**src/rtl/mollusc_pkg.sv**
```systemverilog
// mollusc_pkg: shared constants and types for the mollusc fetch stage.
//   NOP_INSTR   - word presented on instr whenever valid is low
//   INSTR_BYTES - fetch address increment
//   fetch_state_t - fetch sequencer state encoding
package mollusc_pkg;

    localparam logic [31:0] NOP_INSTR   = 32'h0000_0013;
    localparam logic [31:0] INSTR_BYTES = 32'd4;

    typedef enum logic [1:0] {
        ST_REQ  = 2'b00,
        ST_WAIT = 2'b01,
        ST_HOLD = 2'b10
    } fetch_state_t;

endpackage

```
**src/rtl/fetch_skid.sv**
```systemverilog
// fetch_skid: one-entry holding register for a fetched word that arrived
// while decode was stalled.
//   clk, rst      - clock, synchronous active-high reset
//   clr           - drop any held word (redirect)
//   load          - capture load_pc/load_instr, set full
//   unload        - word has been moved to the outputs, clear full
//   full          - a word is held
//   pc, instr     - the held word and its address
module fetch_skid
    import mollusc_pkg::*;
(
    input  logic        clk,
    input  logic        rst,
    input  logic        clr,
    input  logic        load,
    input  logic [31:0] load_pc,
    input  logic [31:0] load_instr,
    input  logic        unload,
    output logic        full,
    output logic [31:0] pc,
    output logic [31:0] instr
);

    always_ff @(posedge clk) begin
        if (rst) begin
            full  <= 1'b0;
            pc    <= '0;
            instr <= NOP_INSTR;
        end else if (clr) begin
            full <= 1'b0;
        end else if (load) begin
            full  <= 1'b1;
            pc    <= load_pc;
            instr <= load_instr;
        end else if (unload) begin
            full <= 1'b0;
        end
    end

endmodule

```
**src/rtl/stage_fetch.sv**
```systemverilog
// stage_fetch: instruction fetch stage with a single outstanding memory
// request, a one-entry skid for words returning under stall, and redirect.
//   clk, rst                 - clock, synchronous active-high reset
//   stall                    - decode cannot accept; outputs hold
//   jump_valid, jump_target  - redirect (low two target bits ignored)
//   imem_req/addr/ready      - request handshake to instruction memory
//   imem_rvalid/rdata        - response from instruction memory
//   pc, instr, valid         - registered instruction to decode
//
// state | meaning
// REQ   | request driven at fetch_pc, waiting for imem_ready
// WAIT  | one request outstanding; discard marks its response as stale
// HOLD  | response parked in the skid until stall drops
module stage_fetch #(
    parameter logic [31:0] RESET_PC  = 32'h0000_0000,
    parameter logic [31:0] NOP_INSTR = mollusc_pkg::NOP_INSTR
) (
    input  logic        clk,
    input  logic        rst,
    input  logic        stall,
    input  logic        jump_valid,
    input  logic [31:0] jump_target,
    output logic        imem_req,
    output logic [31:0] imem_addr,
    input  logic        imem_ready,
    input  logic        imem_rvalid,
    input  logic [31:0] imem_rdata,
    output logic [31:0] pc,
    output logic [31:0] instr,
    output logic        valid
);
    import mollusc_pkg::*;

    fetch_state_t state;
    logic         discard;
    logic [31:0]  fetch_pc;

    logic         accept;
    logic         rsp_keep;
    logic         outstanding;
    logic [31:0]  rsp_pc;
    logic [31:0]  jump_addr;
    logic         skid_load;
    logic         skid_unload;
    logic         skid_full;
    logic [31:0]  skid_pc;
    logic [31:0]  skid_instr;

    // Gated by rst so no request escapes during the reset cycle.
    assign imem_req  = (state == ST_REQ) && !rst;
    assign imem_addr = fetch_pc;
    assign accept    = imem_req && imem_ready;

    // fetch_pc already advanced past the outstanding request.
    assign rsp_pc    = fetch_pc - INSTR_BYTES;
    assign jump_addr = jump_target & ~32'h3;

    assign rsp_keep    = (state == ST_WAIT) && imem_rvalid && !discard && !jump_valid && !rst;
    assign skid_load   = rsp_keep && stall;
    assign skid_unload = (state == ST_HOLD) && skid_full && !stall && !jump_valid && !rst;

    // A request still in flight after this edge; its response must be dropped.
    assign outstanding = accept || ((state == ST_WAIT) && !imem_rvalid);

    fetch_skid u_skid (
        .clk        (clk),
        .rst        (rst),
        .clr        (jump_valid),
        .load       (skid_load),
        .load_pc    (rsp_pc),
        .load_instr (imem_rdata),
        .unload     (skid_unload),
        .full       (skid_full),
        .pc         (skid_pc),
        .instr      (skid_instr)
    );

    always_ff @(posedge clk) begin
        if (rst) begin
            fetch_pc <= RESET_PC;
            pc       <= '0;
            instr    <= NOP_INSTR;
            valid    <= 1'b0;
            // Memory may still answer a request issued before reset.
            if (outstanding) begin
                state   <= ST_WAIT;
                discard <= 1'b1;
            end else begin
                state   <= ST_REQ;
                discard <= 1'b0;
            end
        end else if (jump_valid) begin
            fetch_pc <= jump_addr;
            instr    <= NOP_INSTR;
            valid    <= 1'b0;
            if (outstanding) begin
                state   <= ST_WAIT;
                discard <= 1'b1;
            end else begin
                state   <= ST_REQ;
                discard <= 1'b0;
            end
        end else begin
            if (accept) begin
                fetch_pc <= fetch_pc + INSTR_BYTES;
            end

            if (!stall) begin
                if (rsp_keep) begin
                    pc    <= rsp_pc;
                    instr <= imem_rdata;
                    valid <= 1'b1;
                end else if (skid_unload) begin
                    pc    <= skid_pc;
                    instr <= skid_instr;
                    valid <= 1'b1;
                end else begin
                    instr <= NOP_INSTR;
                    valid <= 1'b0;
                end
            end

            case (state)
                ST_REQ: begin
                    if (accept) begin
                        state   <= ST_WAIT;
                        discard <= 1'b0;
                    end
                end
                ST_WAIT: begin
                    if (imem_rvalid) begin
                        discard <= 1'b0;
                        state   <= (discard || !stall) ? ST_REQ : ST_HOLD;
                    end
                end
                ST_HOLD: begin
                    if (!stall) begin
                        state <= ST_REQ;
                    end
                end
                default: begin
                    state   <= ST_REQ;
                    discard <= 1'b0;
                end
            endcase
        end
    end

endmodule

```
**config.mk**
```make
export PLATFORM = sky130hd
export DESIGN_NAME = stage_fetch
export DESIGN_NICKNAME = d
export VERILOG_FILES = /design/src/rtl/mollusc_pkg.sv /design/src/rtl/fetch_skid.sv /design/src/rtl/stage_fetch.sv
export SDC_FILE = /design/constraint.sdc
export NUM_CORES = 1
export LEC_CHECK = 0
export CORE_MARGIN = 8
export CORE_UTILIZATION = 40
export DETAILED_ROUTE_END_ITERATION = 16
export PLACE_DENSITY = 0.66
export SYNTH_ARGS = -nofsm -noshare
export SYNTH_HDL_FRONTEND = slang
export SYNTH_SLANG_ARGS = --single-unit
```
**constraint.sdc**
```tcl
create_clock -name clk -period 2.6 [get_ports clk]
set_clock_uncertainty 0.05 [all_clocks]
set_input_delay 0.39 -clock clk [delete_from_list [all_inputs] [get_ports clk]]
set_output_delay 0.39 -clock clk [all_outputs]
set_load 0.01 [all_outputs]
```
==> results of run 1 <==
-- worst max-delay path: stages (launching register included) --
cell	delay, ns
dfxtp_1	0.31
inv_1	0.09
ha_1	0.18
or3b_1	0.44
or3_1	0.55
nor4_4	0.19
xnor2_1	0.27
o22ai_1	0.16
-- logic make-up (layout without fill, tap and decap cells) --
logic type	Yosys count	in the layout	synth area share
AO/OA/AOI/OAI	208	208	0.187
XOR/XNOR	56	56	0.0670
adder cells (fa/ha/maj)	2	2	0.00342
buffers and inverters	103	255	0.0602
flip-flops	159	159	0.439
multiplexers	1	1	0.00137
other	1	4	0.000513
AND/OR/NAND/NOR	364	364	0.241
-- metrics by stage --
step                      worst slack, ns  total power [uW]  hold slack, ns  std cells   util
after global routing               0.0840              6300           0.280       1278  0.551
final                               0.225              6050           0.293       1278  0.551
after CTS                           0.239              6090           0.275       1278  0.551
after global placement             0.0708              3520           0.390       1246  0.516
after floorplan                     0.238              3140           0.386        897      -
after detailed placement            0.119              3520           0.395       1246  0.516
-- flip-flops by register name, indices dropped and copies added (netlist names) --
name          flops
discard           1
imem_addr        30
instr            32
pc               30
state             2
u_skid.full       1
u_skid.instr     32
u_skid.pc        30
valid             1
-- final cells by class --
cell class | count | area, sq um | share of cell area
Multi-Input combinational cell | 635 | 3710 | 0.375
Clock inverter | 13 | 149 | 0.0151
Timing Repair Buffer | 212 | 2020 | 0.205
Sequential cell | 159 | 3210 | 0.325
Tap cell | 229 | 287 | 0.0290
Inverter | 11 | 41.3 | 0.00418
Clock buffer | 19 | 464 | 0.0469
-- cells in the mapped netlist, drive strengths merged (5+ instances only) --
| master | count |
|---|---|
| dfxtp | 156 |
| nand2 | 119 |
| nor2 | 89 |
| a21oi | 66 |
| clkbuf | 66 |
| nor3 | 51 |
| xnor2 | 44 |
| a211oi | 34 |
| o21ai | 30 |
| a221oi | 29 |
| buf | 26 |
| nand3 | 25 |
| nor4 | 23 |
| nand4 | 18 |
| o22ai | 13 |
| xor2 | 12 |
| a22oi | 11 |
| inv | 11 |
| o211ai | 7 |
| or4 | 7 |
| a31o | 6 |
| and3 | 5 |
-- where the power goes --
| group | internal, uW | switching, uW | leakage, uW |
|---|---|---|---|
| Combinational | 411 | 460 | 0.00174 |
| Clock | 1520 | 1060 | 0.000293 |
| Sequential | 2530 | 77.0 | 0.00130 |
-- worst paths after layout --
check                                  from                        to  slack (ns)
hold reg to reg          pc[6]$_SDFFE_PP0P_        pc[6]$_SDFFE_PP0P_        0.40
hold / removal                        stall  u_skid.full$_SDFFE_PP0P_        0.29
setup reg to reg  imem_addr[2]$_SDFFE_PP0P_       pc[20]$_SDFFE_PP0P_        0.22
setup / recovery  imem_addr[2]$_SDFFE_PP0P_       pc[20]$_SDFFE_PP0P_        0.22
-- placed cells by master, fill, tap and decap left out, types with 6 or more instances in the layout --
cell type	n
xnor2_1	44
a221oi_1	29
nand2_1	119
nand4_1	18
or4_1	6
inv_6	6
a22oi_1	11
nor2_1	88
o22ai_1	13
dfxtp_1	156
nor3_1	48
inv_1	9
clkbuf_16	18
o21ai_0	28
a211oi_1	32
nor4_1	18
clkdlybuf4s50_1	159
o211ai_1	7
a21oi_1	66
nand3_1	25
xor2_1	12
buf_4	49
-- per-layer routing --
| layer | global-route usage | up-vias | wire (microns) |
|---|---|---|---|
| met5 | 0 | - | 0 |
| li1 | - | 3466 | - |
| met4 | 0.0623 | 0 | 299 |
| met3 | 0.0469 | 21 | 1570 |
| met2 | 0.296 | 212 | 9900 |
| met1 | 0.262 | 3246 | 10100 |
==> results.yml, run 1 <==
timing:
  slew_viol_final: 0
  rsz0062_at_grt: "no"
  tightestPinTransition_ns: 0.565
  fmax_mhz: 421
  setup_tns_ns: 0
  hold_viol: 0
  post-route-period-util: 0.914
  relSlewSlack: 0.623
  finalCriticalPeriod_ns: 2.38
  setup_violations: 0
synthesis:
  synth_top_area_share: 0.427
  synth_cell_types: 60
  ys_ff_latch: 159
  synthArstFlopShare: 0
  synthFlopType: "dfxtp_1"
  synth_edf_count: 3
  syn_area_per_cell_sq_um: 8.18
  ys_seq_area_frac: 0.439
  syn-instance-count: 894
  yosysTopAreaCell: "dfxtp_1"
  syn_area_sq_mm: 0.00732
  synth_area_leaders: "dfxtp_1 (43%), nand2_1 (6.1%), xnor2_1 (5.3%)"
  synth_warnings: 0
grt:
  grt_overflow: 0
  grt_pass1_vias: 6611
  grt_pass1_wl_microns: 35300
  antenna_found_initial: 0
  track_usage: 0.194
  grt_max_degree: 49
routing:
  drc_errors: 0
  routed_wl_microns: 21800
  vias: 6945
  first_iter_violations: 480
  firstDrtPassIters: 5
  antenna_left: 0
  via_per_inst: 5.43
  post_drt_wl_per_cell_microns: 17.1
worst_setup_path:
  cp_max_fo: 6
  critPathKind: "reg2reg"
  end_kind: "flip-flop"
  required_ns: 2.82
  arrival_ns: 2.60
  worstRegToRegCells: 7
  worst_setup_path_start_kind: "flip-flop"
clock_network:
  htreeDepth: 4
  numCtsBuffers: 17
  cts_hold_buf: 0
  ctsRootBufferMaster: "clkbuf_16"
  post-cts-setup-buffers: 0
  cts.repair.resized: 0
  clk_pin_slew_ns: 0.07
  cts_tree: "yes"
  cts_sinks: 159
  clock_path_buffers: 2
  clock_latency_ns: 0.42
power_and_ir_drop:
  ir_drop_uv: 423
  p_leak_uw: 0.00333
  p_per_area_mw_per_mm2: 612
die:
  die_h_microns: 151
  core_area_sq_mm: 0.0180
  initial_core_util: 0.407
  die_area_sq_mm: 0.0229
  pin_count: 168
  rows: 49
  die_w_microns: 151
run_status:
  outcome: "completed"
cells_and_area:
  finalNetCount: 1108
  antennaDiodeCount: 0
  design_area_sq_mm: 0.00989
  drive_gt1_frac: 0.106
  syn2layout_area_growth_pct: 35.2
  n_fill_cell: 1670
place:
  port_buffers: 161
  place.gp.congestion: 0.816
  placed_cell_area_sq_mm: 0.00928
  hpwl_microns: 15100
min_path:
  worstHoldPathCells: 3
  hold_path_class: "in2reg"
job:
  max_cap_viol_count: 0
Note: power is estimated with default switching activity, not from simulation.
==> run 2, diff against run 1 <==
==> constraint.sdc (replaced) <==
create_clock -name clk -period 2.6 [get_ports clk]
set_clock_uncertainty 0.05 [all_clocks]
set_input_delay 0.26 -clock clk [delete_from_list [all_inputs] [get_ports clk]]
set_output_delay 0.26 -clock clk [all_outputs]
set_load 0.01 [all_outputs]
==> results.yml, run 2 (synthesized netlist as in run 1, its figures left out) <==
die:
  rows: 49
  core_area_sq_mm: 0.0180
  die_w_microns: 151
  pin_count: 168
  die_area_sq_mm: 0.0229
  die_h_microns: 151
  initial_core_util: 0.407
worst_setup_path:
  path_cells: "or3b_2 > nor3_4 > buf_4 > nand2_1 > o22ai_1"
  end_kind: "flip-flop"
  arrival_ns: 2.70
  cp_max_fo: 15
  critPathKind: "reg2reg"
  critPathMaxStageDelay_ns: 0.58
  required_ns: 2.88
  worstRegToRegCells: 5
  rrSetupSlack_ns: 0.18
  worstReg2RegStart: "state[1]$_SDFFCE_PP0P_"
  r2r_end: "pc[23]$_SDFFE_PP0P_"
  setup.worst_path.start: "state[1]$_SDFFCE_PP0P_"
  cp.buffers_inverters: 1
  worst_setup_path_start_kind: "flip-flop"
  cp_top_family: "simple AND/OR/NAND/NOR gates"
  cp_slowest_cell: "or3b_2"
cells_and_area:
  largestRegisters: "instr x32, u_skid.instr x32"
  syn2layout_area_growth_pct: 33.7
  drive_gt1_frac: 0.101
  register_area_sq_mm: 0.00321
  final_cells: 1272
  final_cell_mix: "clkdlybuf4s50_1 (159), dfxtp_1 (156), nand2_1 (119)"
  final_common_cell: "clkdlybuf4s50_1"
  n_fill_cell: 1688
  antennaDiodeCount: 0
  finalNetCount: 1102
  postLayoutCoreUtil: 0.545
  multi_input_area_sq_mm: 0.00371
routing:
  first_iter_violations: 515
  vias: 6891
  routed_wl_microns: 21700
  via_per_inst: 5.42
  drc_errors: 0
  firstDrtPassIters: 4
  post_drt_wl_per_cell_microns: 17.0
  antenna_left: 0
clock_network:
  htreeDepth: 4
  ctsRootBufferMaster: "clkbuf_16"
  numCtsBuffers: 17
  post-cts-setup-buffers: 0
  cts_tree: "yes"
  clock_path_buffers: 2
  clk_pin_slew_ns: 0.07
  cts_hold_buf: 0
  clock_latency_ns: 0.43
  cts_sinks: 159
  cts.repair.resized: 0
min_path:
  hp-start: "stall"
  hold_path_class: "in2reg"
  hold_end: "instr[0]$_SDFFE_PP1N_"
  worstHoldPathCells: 3
place:
  port_buffers: 161
  dp.cells: 1240
  hpwl_microns: 15100
  place.gp.congestion: 0.779
timing:
  hold_viol: 0
  finalCriticalPeriod_ns: 2.42
  setup_tns_ns: 0
  rsz0062_at_grt: "no"
  relSlewSlack: 0.659
  post-route-period-util: 0.931
  whs_ns: 0.211
  fmax_mhz: 413
  setup_violations: 0
  tightestPinTransition_ns: 0.510
  slew_viol_final: 0
grt:
  grt_max_degree: 44
  track_usage: 0.190
  grt_pass1_wl_microns: 34800
  grt_pass1_vias: 6461
  antenna_found_initial: 0
  grt_overflow: 0
power_and_ir_drop:
  p_clk_frac: 0.417
  p_seq_frac: 0.441
  internal_power_uw: 4290
  power_uw: 5930
  p_sw_uw: 1640
  netSwitchingFraction: 0.276
  ir_drop_uv: 487
  combPwrFrac: 0.142
  p_per_area_mw_per_mm2: 606
  p_leak_uw: 0.00329
job:
  max_cap_viol_count: 0
run_status:
  outcome: "completed"
==> run 2: cell count changes in the layout (fill, tap and decap cells not counted), sizes merged <==
cell,previous run,this run
inv,17,19
bufinv,2,0
buf,53,47
==> run 2: stage by stage <==
step	instance area, sq um	setup slack, ns
6_report	9780	0.178
3_3_place_gp	9190	0.195
2_1_floorplan	7330	0.238
3_5_place_dp	9190	0.221
5_1_grt	9780	0.0425
4_1_cts	9780	0.187
==> run 2: worst max path at each step <==
stage                                       to  cells after the start
floorplan                  pc[20]$_SDFFE_PP0P_                     10
global placement    imem_addr[28]$_SDFFE_PP0P_                      8
detailed placement  imem_addr[20]$_SDFFE_PP0P_                      8
CTS                        pc[23]$_SDFFE_PP0P_                      5
global route               pc[21]$_SDFFE_PP0P_                      5
finish                     pc[23]$_SDFFE_PP0P_                      5
==> run 2: tightest hold or removal path, delay by kind of cell <==
kind	cells	cell delay, ns
buf+inv	1	0.21
simple gates	2	0.16
==> run 2: final cells by class <==
type                            instances  area share
Tap cell                              229      0.0293
Inverter                               11     0.00422
Multi-Input combinational cell        635       0.379
Clock inverter                         13      0.0115
Sequential cell                       159       0.328
Clock buffer                           19      0.0486
Timing Repair Buffer                  206       0.199
==> run 2: per-layer routing <==
metal | global-route usage | wire length (microns) | share of wire
met5 | 0 | 0 | 0
met4 | 0.0539 | 226 | 0.010
met3 | 0.0418 | 1470 | 0.068
met2 | 0.285 | 9930 | 0.46
met1 | 0.269 | 10100 | 0.46
==> run 2: power groups by stage <==
stage                     Sequential, uW  Clock, uW  Combinational [uW]
after floorplan                     2650          0                 488
after global placement              2670          0                 836
after detailed placement            2670          0                 840
after CTS                           2610       2500                 845
after global routing                2630       2610                 922
final                               2610       2470                 843
